===== src/rtl/fc_ifmap_rd_ctrl.sv =====
// fc_ifmap_rd_ctrl: read-side sequencer for the FC ifmap buffer.
// Issues buffer reads (rden_o/rdptr_o) and streams the returned bytes to the
// FC PE array over valid/ready. It replays the stored vector rpt+1 times.
// Read data lands in a 2-entry skid FIFO whose head is the stream output.
//
// Ports:
//   clk, rst_n          clock, synchronous active-low reset
//   start_i             job start, sampled only in IDLE
//   len_i, rpt_i        vector length (0..2**ADDR_W) and extra passes, latched on start
//   rden_o, rdptr_o     buffer read port; rdptr_o holds its last value when idle
//   ifmap_i             buffer read data, valid the cycle after rden_o
//   ifmap_o, valid_o,
//   ready_i, last_o     output stream; last_o marks the final element of a pass
//   done_o              one-cycle completion pulse
//   busy_o              job in progress
//   stall_cnt_o         (FC_RD_STALL_CNT_EN only) valid-without-ready cycle count
//
// Optional feature macro: FC_RD_STALL_CNT_EN
module fc_ifmap_rd_ctrl #(
    parameter int unsigned ADDR_W = 10,
    parameter int unsigned DATA_W = 8
) (
    input  logic              clk,
    input  logic              rst_n,
    input  logic              start_i,
    input  logic [ADDR_W:0]   len_i,
    input  logic [7:0]        rpt_i,
    output logic              rden_o,
    output logic [ADDR_W-1:0] rdptr_o,
    input  logic [DATA_W-1:0] ifmap_i,
    output logic [DATA_W-1:0] ifmap_o,
    output logic              valid_o,
    input  logic              ready_i,
    output logic              last_o,
    output logic              done_o,
`ifdef FC_RD_STALL_CNT_EN
    output logic [15:0]       stall_cnt_o,
`endif
    output logic              busy_o
);

    localparam logic [ADDR_W:0] LEN_ONE = (ADDR_W+1)'(1);

    typedef enum logic [1:0] {IDLE, RUN, FIN} state_t;
    state_t state_q, state_d;

    logic [ADDR_W:0]   len_q;
    logic [7:0]        rpt_q;
    logic [ADDR_W:0]   rd_idx_q;
    logic [7:0]        rd_pass_q;
    logic              rd_rem_q;
    logic [ADDR_W-1:0] rdptr_q;
    logic              inflight_q, inf_last_q, inf_final_q;
    logic [1:0]        count_q;
    logic [DATA_W-1:0] head_data_q, skid_data_q;
    logic              head_last_q, head_final_q, skid_last_q, skid_final_q;
    logic              busy_q;

    logic       pop, push, rden, start_acc, iss_last, iss_final;
    logic [2:0] occ;

    assign valid_o   = (count_q != 2'd0);
    assign pop       = valid_o & ready_i;
    assign push      = inflight_q;
    assign iss_last  = (rd_idx_q == len_q - LEN_ONE);
    assign iss_final = iss_last && (rd_pass_q == rpt_q);
    // Occupancy after this cycle's pop, including the read already in flight.
    assign occ       = 3'(count_q) + 3'(inflight_q) - 3'(pop);

    assign rden_o  = rden;
    assign rdptr_o = rden ? rd_idx_q[ADDR_W-1:0] : rdptr_q;
    assign ifmap_o = head_data_q;
    assign last_o  = valid_o & head_last_q;
    assign done_o  = (state_q == FIN);
    assign busy_o  = busy_q;

    always_ff @(posedge clk) begin
        if (!rst_n) state_q <= IDLE;
        else        state_q <= state_d;
    end

    always_comb begin
        state_d   = state_q;
        rden      = 1'b0;
        start_acc = 1'b0;
        unique case (state_q)
            IDLE: begin
                if (start_i) begin
                    if (len_i != '0) begin
                        start_acc = 1'b1;
                        state_d   = RUN;
                    end else begin
                        state_d   = FIN;
                    end
                end
            end
            RUN: begin
                rden = rd_rem_q && (occ < 3'd2);
                if (pop && head_final_q) state_d = FIN;
            end
            FIN:     state_d = IDLE;
            default: state_d = IDLE;
        endcase
    end

    always_ff @(posedge clk) begin
        if (!rst_n) begin
            len_q        <= '0;
            rpt_q        <= '0;
            rd_idx_q     <= '0;
            rd_pass_q    <= '0;
            rd_rem_q     <= 1'b0;
            rdptr_q      <= '0;
            inflight_q   <= 1'b0;
            inf_last_q   <= 1'b0;
            inf_final_q  <= 1'b0;
            count_q      <= '0;
            head_data_q  <= '0;
            head_last_q  <= 1'b0;
            head_final_q <= 1'b0;
            skid_data_q  <= '0;
            skid_last_q  <= 1'b0;
            skid_final_q <= 1'b0;
            busy_q       <= 1'b0;
        end else begin
            inflight_q  <= rden;
            inf_last_q  <= iss_last;
            inf_final_q <= iss_final;

            if (start_acc) begin
                len_q     <= len_i;
                rpt_q     <= rpt_i;
                rd_idx_q  <= '0;
                rd_pass_q <= '0;
                rd_rem_q  <= 1'b1;
                busy_q    <= 1'b1;
            end else if (state_q == FIN) begin
                busy_q    <= 1'b0;
            end

            if (rden) begin
                rdptr_q <= rd_idx_q[ADDR_W-1:0];
                if (iss_last) begin
                    rd_idx_q <= '0;
                    if (iss_final) rd_rem_q  <= 1'b0;
                    else           rd_pass_q <= rd_pass_q + 8'd1;
                end else begin
                    rd_idx_q <= rd_idx_q + LEN_ONE;
                end
            end

            // Head register doubles as the output stage; the skid slot only
            // fills when the head is stalled and a read was already in flight.
            unique case (count_q)
                2'd0: begin
                    if (push) begin
                        head_data_q  <= ifmap_i;
                        head_last_q  <= inf_last_q;
                        head_final_q <= inf_final_q;
                        count_q      <= 2'd1;
                    end
                end
                2'd1: begin
                    if (push && pop) begin
                        head_data_q  <= ifmap_i;
                        head_last_q  <= inf_last_q;
                        head_final_q <= inf_final_q;
                    end else if (pop) begin
                        count_q      <= 2'd0;
                    end else if (push) begin
                        skid_data_q  <= ifmap_i;
                        skid_last_q  <= inf_last_q;
                        skid_final_q <= inf_final_q;
                        count_q      <= 2'd2;
                    end
                end
                default: begin
                    if (pop) begin
                        head_data_q  <= skid_data_q;
                        head_last_q  <= skid_last_q;
                        head_final_q <= skid_final_q;
                        if (push) begin
                            skid_data_q  <= ifmap_i;
                            skid_last_q  <= inf_last_q;
                            skid_final_q <= inf_final_q;
                        end else begin
                            count_q <= 2'd1;
                        end
                    end
                end
            endcase
        end
    end

`ifdef FC_RD_STALL_CNT_EN
    always_ff @(posedge clk) begin
        if (!rst_n) begin
            stall_cnt_o <= '0;
        end else if (state_q == IDLE && start_i) begin
            stall_cnt_o <= '0;
        end else if (valid_o && !ready_i && stall_cnt_o != '1) begin
            stall_cnt_o <= stall_cnt_o + 16'd1;
        end
    end
`endif

endmodule


===== config.mk =====
export PLATFORM = sky130hd
export DESIGN_NAME = fc_ifmap_rd_ctrl
export DESIGN_NICKNAME = d
export VERILOG_FILES = /design/src/rtl/fc_ifmap_rd_ctrl.sv
export SDC_FILE = /design/constraint.sdc
export NUM_CORES = 1
export LEC_CHECK = 0
export BUFFER_PORTS_ARGS = -buffer_cell sky130_fd_sc_hd__buf_2
export CAP_MARGIN = 10
export CORE_ASPECT_RATIO = 1.75
export CORE_MARGIN = 2
export CORE_UTILIZATION = 30
export DETAILED_ROUTE_END_ITERATION = 7
export PLACE_DENSITY_LB_ADDON = 0.05
export SYNTH_ARGS = -nofsm -noshare
export SYNTH_HDL_FRONTEND = slang
export SYNTH_SLANG_ARGS = --single-unit

===== constraint.sdc =====
create_clock -name clk -period 3.2 [get_ports clk]
set_input_delay 0.64 -clock clk [delete_from_list [all_inputs] [get_ports clk]]
set_output_delay 0.64 -clock clk [all_outputs]
set_load 0.02 [all_outputs]

# Yosys cells after proc, flatten, opt, wreduce, memory -nomap -nowiden
# Cells that the tools add are included.
[word_totals]
in_bits = 31
mem_bits_rw = 0
reg_bits = 77
output_inout_bits = 23
rom_bits = 0
wordCells = 112
n_memories = 0
latchBits = 0
[op_classes]
n_mul = 0
bitwise = 3
n_shift = 0
n_lt_le_gt_ge = 1
n_reduce_logical = 16
eq_ne = 13
n_addsub = 5
div_mod_pow = 0
mux = 56
[op_table]
columns = ["op", "n"]
rows = [
  ["8-bit 2-to-1 mux", 11],
  ["11-bit 2-to-1 mux", 3],
  ["8-bit one-hot mux with 2 select lines", 2],
  ["1-bit 2-to-1 mux", 24],
  ["2-bit 2-to-1 mux", 9],
  ["2-bit inequality test (second input constant)", 6],
  ["11-bit by 1-bit adder with 11-bit output (second input constant)", 1],
  ["11-bit equality test", 1],
  ["11-bit nonzero test", 1],
  ["11-bit by 1-bit subtractor with 11-bit output (second input constant)", 1],
  ["10-bit 2-to-1 mux", 1],
  ["8-bit by 1-bit adder with 8-bit output (second input constant)", 1],
  ["8-bit equality test", 1],
  ["1-bit one-hot mux with 2 select lines", 4],
  ["2-bit one-hot mux with 2 select lines", 2],
  ["2-bit nonzero test", 4],
  ["5-bit AND reduction", 1],
  ["2-bit by 1-bit equality test with 1-bit output (second input constant)", 2],
  ["1-bit logical AND", 4],
  ["2-bit logical NOT", 2],
  ["4-bit AND reduction", 1],
  ["2-bit by 1-bit adder with 3-bit output", 1],
  ["3-bit by 2-bit < comparator with 1-bit output (second input constant)", 1],
  ["3-bit by 1-bit inequality test with 1-bit output (second input constant)", 1],
  ["8 further kinds", 9],
]

# Depth between registers and ports, before layout
# Gate-level depths: netlist of the first run.
[depth]
depth_word = 8
depth_mapped = 14
mapped_depth_nobuf = 11

# Least setup slack after synthesis of the first run
# No wires, ideal clock.
[synth_timing]
kind = "in2out"
from = "input ready_i"
to = "output rdptr_o[3]"
path_slack_ns = -0.524
path_stages = 11
arrival_ns = 3.084
t_required_ns = 2.560
n_path_buf = 2
path_cell_list = "inv_1 > a21oi_1 > ha_1 > nor2_1 > fa_1 > or4b_1 > clkbuf_1 > inv_1 > buf_1 > nand2_1 > nand2_1"
[synth_via]
elab_chain_len = 6
[synth_rtl]
columns = ["item", "line", "text"]
rows = [
  ["from (decl)", "33", "input logic ready_i,"],
  ["1-bit AND", "63", "assign pop = valid_o & ready_i;"],
  ["3-bit by 1-bit subtractor with 3-bit output", "68", "assign occ = 3'(count_q) + 3'(inflight_q) - 3'(pop);"],
  ["3-bit by 2-bit < comparator with 1-bit output", "98", "rden = rd_rem_q && (occ < 3'd2);"],
  ["1-bit logical AND", "98", ""],
  ["1-bit 2-to-1 mux", "86", "unique case (state_q)"],
  ["via rden_o", "28", "output logic rden_o,"],
  ["10-bit 2-to-1 mux", "n/a", ""],
  ["to (decl)", "29", "output logic [ADDR_W-1:0] rdptr_o,"],
]
# The timed path passes the listed nets, and every way through them passes these cells.

# Worst setup path in the final report of the first run
[layout_timing]
from = "input ready_i"
to = "output rdptr_o[6]"
[layout_via]
elab_chain_len = 6
[layout_rtl]
columns = ["item", "line"]
rows = [
  ["1-bit AND", "63"],
  ["3-bit by 1-bit subtractor with 3-bit output", "68"],
  ["3-bit by 2-bit < comparator with 1-bit output", "98"],
  ["1-bit logical AND", "98"],
  ["1-bit 2-to-1 mux", "86"],
  ["10-bit 2-to-1 mux", "n/a"],
]
# No other way between the ends.

==> impl_metrics.py, run 1 <==
metrics = {
    "outcome": {
        "status": "finished, violations left",
        "failed_checks": "negative setup slack",
    },
    "timing": {
        "setup_viol": 11,
        "min_period_ns": 3.36,
        "rsz0062_at_grt": "yes",
        "final-hold-violation-count": 0,
        "fin_crit_sh_pct": 105,
        "slew_violations": 0,
        "relSlewSlack_pct": 40.4,
        "fin_worst_skew_ns": 0.00738,
        "fin_ws_ns": -0.156,
        "tightest_slew_ns": 0.887,
        "tns_ns": -1.30,
        "max_freq_mhz": 298,
    },
    "clock_tree": {
        "cts_buffers": 9,
        "clock_path_buffers": 2,
        "cts_tree": "built",
        "cts_sinks": 77,
        "cts_hold_buf": 0,
        "h-tree-depth": 3,
        "clock_latency_ns": 0.34,
        "path_clk_slew_ns": 0.06,
        "cts_root_buffer": "clkbuf_16",
    },
    "final_layout": {
        "fill_cells": 1296,
        "drive_above_1_share_pct": 27.0,
        "final_cells": 717,
        "fin_util_pct": 40.3,
        "fin_nets": 580,
        "diodes": 0,
        "area_growth_pct": 30.4,
    },
    "floorplanning": {
        "start_util_pct": 30.9,
        "row_count": 54,
        "die_y_um": 154,
        "num_io_pins": 54,
        "die-area_sq_mm": 0.0138,
        "dieWidth_um": 89.7,
        "fp.coreArea_sq_mm": 0.0125,
    },
    "grt": {
        "track_usage_pct": 15.4,
        "use_met3_pct": 3.04,
        "grt_pass1_vias": 3421,
        "grt_first_pass_wirelength_um": 16900,
        "grt_overflow": 0,
        "grt_max_degree": 27,
        "antenna_found_initial": 0,
        "grtUsageMet1_pct": 15.7,
        "top_usage_layer": "met2",
        "grtUsageMet2_pct": 30.0,
    },
    "yosys": {
        "synthMuxAreaShare_pct": 6.55,
        "async_reset_ff_share_pct": 0,
        "synth_edf_count": 0,
        "synth.yosys.seq_area_share_pct": 39.9,
        "synth_seq_cells": 77,
        "synthesis.nets": 514,
        "synth-simple-area-share_pct": 27.1,
        "synth_top_family_by_area": "simple AND/OR/NAND/NOR gates",
        "synthTopCellsByArea": "dfxtp_1, nand2_1, mux2i_1, nor2_1, a21oi_1",
        "yosysUniqueCellTypes": 55,
        "yosysWarnings": 0,
        "synth_area_sq_mm": 0.00386,
        "synth_top_area_share_pct": 39.9,
        "synth_top_area_cell": "dfxtp_1",
        "synth_adder_area_share_pct": 1.82,
        "syn_inst": 478,
        "synth_area_per_cell_sq_um": 8.07,
        "synth_top_flop_cell": "dfxtp_1",
        "synth_xor_area_share_pct": 5.45,
        "synth_compound_area_share_pct": 14.4,
    },
    "detailed_routing": {
        "drc": 0,
        "drtIter0Drc": 91,
        "wl_per_cell_um": 14.5,
        "routed_wl_um": 10400,
        "viasPerCell": 4.76,
        "vias": 3415,
        "dr.pass1.iters": 4,
        "ant_nets": 0,
    },
    "critical_path": {
        "start_kind": "input port",
        "endpoint_kind": "output port",
        "critPathKind": "input port to output port",
        "cp_slowest_cell": "or4b_4",
        "crit_required_ns": 2.56,
        "arrival_ns": 2.72,
        "crit_fanout": 6,
        "cp_slowest_stage_delay_ns": 0.62,
        "rrSetupSlack_ns": 0.15,
        "path_cells": "buf_8, inv_12, a21oi_4, ha_4, nor2_4, fa_2, or4b_4, buf_12, o21ai_2, buf_6",
    },
    "run": {
        "drv_cap": 0,
    },
    "power": {
        "p_leak_nw": 2.10,
        "seq_power_share_pct": 43.8,
        "switching_share_pct": 28.5,
        "p_int_mw": 1.65,
        "power_switching_uw": 659,
        "comb_power_share_pct": 13.3,
        "pwr_density_cell_mw_per_mm2": 460,
        "peakVddDrop_mv": 0.226,
        "clock_power_share_pct": 42.8,
    },
    "place": {
        "hpwlAfterDp_um": 7790,
        "post-place-cells": 694,
        "portBuffers": 53,
        "place_congestion": 0.835,
    },
    "hold_path": {
        "hp-class": "register to register",
    },
}
==> area by class of cell <==
cell class              instances  area [sq um]  area share, %
clock buffers                   9           225           4.47
clock inverters                 7          67.6           1.34
inverters                      21           101           2.01
multi-input cells             355          2310           45.9
flip-flops and latches         77          1540           30.7
well taps                     168           210           4.18
repair buffers                 79           567           11.3
repair inverters                1          8.76          0.174
==> per-stage QoR <==
stage | hold slack [ns] | total power [mW] | setup slack (ns) | instance area [sq um]
floorplan | 0.430 | 1.24 | -0.0205 | 3990
global placement | 0.464 | 1.33 | -0.473 | 4500
detailed placement | 0.464 | 1.34 | -0.519 | 4500
CTS | 0.472 | 2.35 | -0.218 | 5010
global route | 0.494 | 2.43 | -0.253 | 5030
finish | 0.471 | 2.31 | -0.156 | 5030
==> cells by family after synthesis <==
kind of cell / Yosys count
xor gates and xnor gates: 24
adders and majority gates: 5
and+or+nand+nor: 218
DFF: 77
buffers and inverters: 46
AOI/OAI and AO/OA: 84
muxes: 24
==> cells in the mapped netlist (2+ instances only) <==
master    number
nand4_1        4
xnor2_1       18
nand2_1       85
ha_1           4
and4_1         2
nor2_1        44
clkbuf_1      21
nand2b_1       7
a211oi_1      10
inv_1         20
and2_1        17
a31oi_1        5
nor4_1         6
nor2b_1        7
nor3_1         7
nand3_1       20
a21oi_1       32
mux2i_1       23
and3_1         6
xor2_1         6
or3_1          2
dfxtp_1       77
nand3b_1       2
nor3b_1        2
o21ai_0       16
o21ai_2        6
==> power groups by stage <==
stage	clock, mW	combinational, mW	sequential [mW]
2_1_floorplan	0	0.204	1.03
3_3_place_gp	0	0.298	1.04
3_5_place_dp	0	0.300	1.04
4_1_cts	1.02	0.313	1.01
5_1_grt	1.06	0.343	1.02
6_report	0.991	0.309	1.01
==> critical path: cells and delay by family <==
family,cells,cell delay [ns]
simple gates,2,0.70
fa+ha+maj,2,0.66
buf+inv,4,0.45
compound gates,2,0.26
==> flip-flops by register name, indices dropped and copies added (netlist names) <==
signal	cells
count_q	2
inflight_q	1
rpt_q	8
inf_final_q	1
skid_final_q	1
head_final_q	1
len_q	11
state_q	2
busy_o	1
ifmap_o	8
rdptr_q	10
skid_last_q	1
skid_data_q	8
rd_pass_q	8
head_last_q	1
rd_rem_q	1
inf_last_q	1
rd_idx_q	11
==> what timing repair did <==
| action | in CTS | in global routing |
|---|---|---|
| endpoints found under the setup margin | 19 | 14 |
| gates resized for setup | 59 | 0 |
| gates cloned | 1 | 0 |
| buffers inserted | 5 | 3 |
| pin swaps | 20 | 1 |
==> final timing paths <==
kind / start / endpoint / cells after the start
worst min register to register: rpt_q[2]$_SDFFE_PN0P_ / rpt_q[2]$_SDFFE_PN0P_ / 2
worst max register to register: count_q[0]$_SDFFE_PN0P_ / rd_pass_q[0]$_SDFF_PN0_ / 12
worst min-delay path: rpt_q[2]$_SDFFE_PN0P_ / rpt_q[2]$_SDFFE_PN0P_ / 2
worst max-delay path: ready_i / rdptr_o[6] / 10
==> cell usage in the layout, fill, tap and decap left out, types with 8 or more instances in the layout <==
master / n
o21ai_2: 8
a21oi_1: 31
nor2_1: 43
buf_6: 13
mux2i_1: 23
buf_2: 41
nand2_1: 64
buf_4: 22
dfxtp_1: 75
a211oi_1: 10
o21ai_0: 14
inv_1: 16
clkbuf_16: 9
nand3_1: 20
xnor2_1: 18
nand2_2: 9
and2_1: 17
nand2_4: 12
==> routing by layer <==
metal | share of wire [%] | wire length (um)
met5 | 0 | 0
met4 | 2.6 | 273
met3 | 2.6 | 274
met2 | 56 | 5780
met1 | 39 | 4080
Power figures use the tool's default switching activity.
==> inputs of run 2 (changes only) <==
CORE_MARGIN = 5   (was 2)
CORE_UTILIZATION = 52   (was 30)
==> impl_metrics.py, run 2 (synthesis gave the netlist of run 1 again) <==
metrics = {
    "timing": {
        "slew_violations": 0,
        "rsz0062_at_grt": "yes",
        "tightest_slew_ns": 0.854,
        "tns_ns": -0.870,
        "fin_ws_ns": -0.113,
        "setup_viol": 10,
        "relSlewSlack_pct": 42.6,
        "fin_worst_skew_ns": 0.00638,
        "final-hold-violation-count": 0,
        "max_freq_mhz": 302,
        "fin_crit_sh_pct": 104,
        "min_period_ns": 3.31,
    },
    "clock_tree": {
        "cts_root_buffer": "clkbuf_16",
        "cts_sinks": 77,
        "cts_buffers": 9,
        "clock_path_buffers": 2,
        "cts_hold_buf": 0,
        "cts_tree": "built",
        "path_clk_slew_ns": 0.05,
        "clock_latency_ns": 0.34,
        "h-tree-depth": 3,
    },
    "floorplanning": {
        "dieWidth_um": 75.1,
        "row_count": 41,
        "start_util_pct": 53.3,
        "die-area_sq_mm": 0.00931,
        "fp.coreArea_sq_mm": 0.00723,
        "die_y_um": 124,
        "num_io_pins": 54,
    },
    "place": {
        "hpwlAfterDp_um": 6720,
        "portBuffers": 53,
        "place_area_sq_mm": 0.00437,
        "place_congestion": 0.868,
    },
    "detailed_routing": {
        "routed_wl_um": 9160,
        "vias": 3448,
        "viasPerCell": 5.48,
        "drtIter0Drc": 210,
        "drc": 0,
        "ant_nets": 0,
        "dr.pass1.iters": 4,
        "wl_per_cell_um": 14.6,
    },
    "final_layout": {
        "register_area_sq_mm": 0.00154,
        "diodes": 0,
        "mostFrequentLayoutCell": "dfxtp_1",
        "drive_above_1_share_pct": 25.2,
        "area_growth_pct": 28.2,
        "fill_cells": 609,
        "fin_util_pct": 68.4,
        "reg.largest.list": "len_q (11), rd_idx_q (11), rdptr_q (10)",
        "multi_input_area_sq_mm": 0.00231,
        "mostFrequentLayoutCells": "dfxtp_1, nand2_1, nor2_1",
        "final_cell_area_sq_mm": 0.00495,
        "fin_nets": 574,
    },
    "hold_path": {
        "hp-class": "register to register",
        "hold_start": "rpt_q[0]$_SDFFE_PN0P_",
    },
    "power": {
        "peakVddDrop_mv": 0.390,
        "p_leak_nw": 2.10,
        "pwr_density_cell_mw_per_mm2": 489,
    },
    "critical_path": {
        "endpoint_kind": "output port",
        "critPathKind": "input port to output port",
        "crit_fanout": 6,
        "arrival_ns": 2.67,
        "cp-startpoint": "ready_i",
        "r2r_start": "count_q[1]$_SDFFE_PN0P_",
        "start_kind": "input port",
        "crit_required_ns": 2.56,
    },
    "grt": {
        "grt_pass1_vias": 3359,
        "grt_max_degree": 29,
        "grt_first_pass_wirelength_um": 15200,
        "antenna_found_initial": 0,
        "track_usage_pct": 21.4,
        "grt_overflow": 0,
    },
    "outcome": {
        "failed_checks": "negative setup slack",
        "status": "finished, violations left",
    },
    "run": {
        "drv_cap": 0,
    },
}
## run 2: cell types whose count changed in the layout (fill, tap and decap cells not counted), moves of 2 or more
cell,previous run,this run
buf_12,1,3
buf_4,22,18
buf_6,13,11
buf_8,2,0
bufinv_16,0,2
inv_6,4,1
o21ai_2,8,6
o21ai_4,0,2
## run 2: timing repair
action | CTS | global route
endpoints found under the setup margin | 11 | 16
pin swaps | 7 | 5
gates resized for setup | 56 | 2
buffers inserted | 1 | 2
endpoints found under the hold margin | 0 | 0
cloned | 1 | 0
## run 2: worst max-delay path, stage by stage
cell and delay (ns):
buf_12 0.09, inv_12 0.03, a21oi_4 0.14, ha_4 0.22
nor2_4 0.08, fa_2 0.42, or4b_4 0.59, buf_12 0.19
o21ai_4 0.13, buf_6 0.13
## run 2: metal layers
metal | GRT usage [%] | part of all wire (%) | up-vias
met5 | 0 | 0 | -
met4 | 12.8 | 4.6 | 0
met3 | 4.12 | 3.2 | 23
met2 | 36.7 | 53 | 64
met1 | 23.6 | 39 | 1604
li1 | - | - | 1757
## run 2: stage by stage
stage | instances | power, mW | hold WS (ns) | setup WS [ns]
2_1_floorplan | 478 | 1.24 | 0.430 | -0.0205
3_3_place_gp | 609 | 1.32 | 0.450 | -0.326
3_5_place_dp | 609 | 1.32 | 0.462 | -0.391
4_1_cts | 627 | 2.44 | 0.469 | -0.150
5_1_grt | 629 | 2.52 | 0.500 | -0.193
6_report | 629 | 2.42 | 0.474 | -0.113
## run 2: power by group
group	internal, mW	total (mW)	switching (mW)
sequential	0.986	1.01	0.0272
combinational	0.126	0.301	0.175
clock	0.707	1.10	0.396
total	1.82	2.42	0.598
## run 2: worst paths after layout
kind | endpoint | slack [ns] | cells past startpoint
worst min-delay path | rpt_q[0]$_SDFFE_PN0P_ | 0.47 | 2
worst max register to register | rd_pass_q[0]$_SDFF_PN0_ | 0.19 | 11
worst max-delay path | rdptr_o[6] | -0.11 | 10
worst min register to register | rpt_q[0]$_SDFFE_PN0P_ | 0.47 | 2
## run 2: cell type report
type	instances	share of cell area (%)
Inverter	21	2.15
Clock inverter	5	1.67
Sequential cell	77	31.2
Multi-Input combinational cell	355	46.7
Timing Repair Buffer	74	11.2
Tap cell	86	2.18
Clock buffer	11	4.91
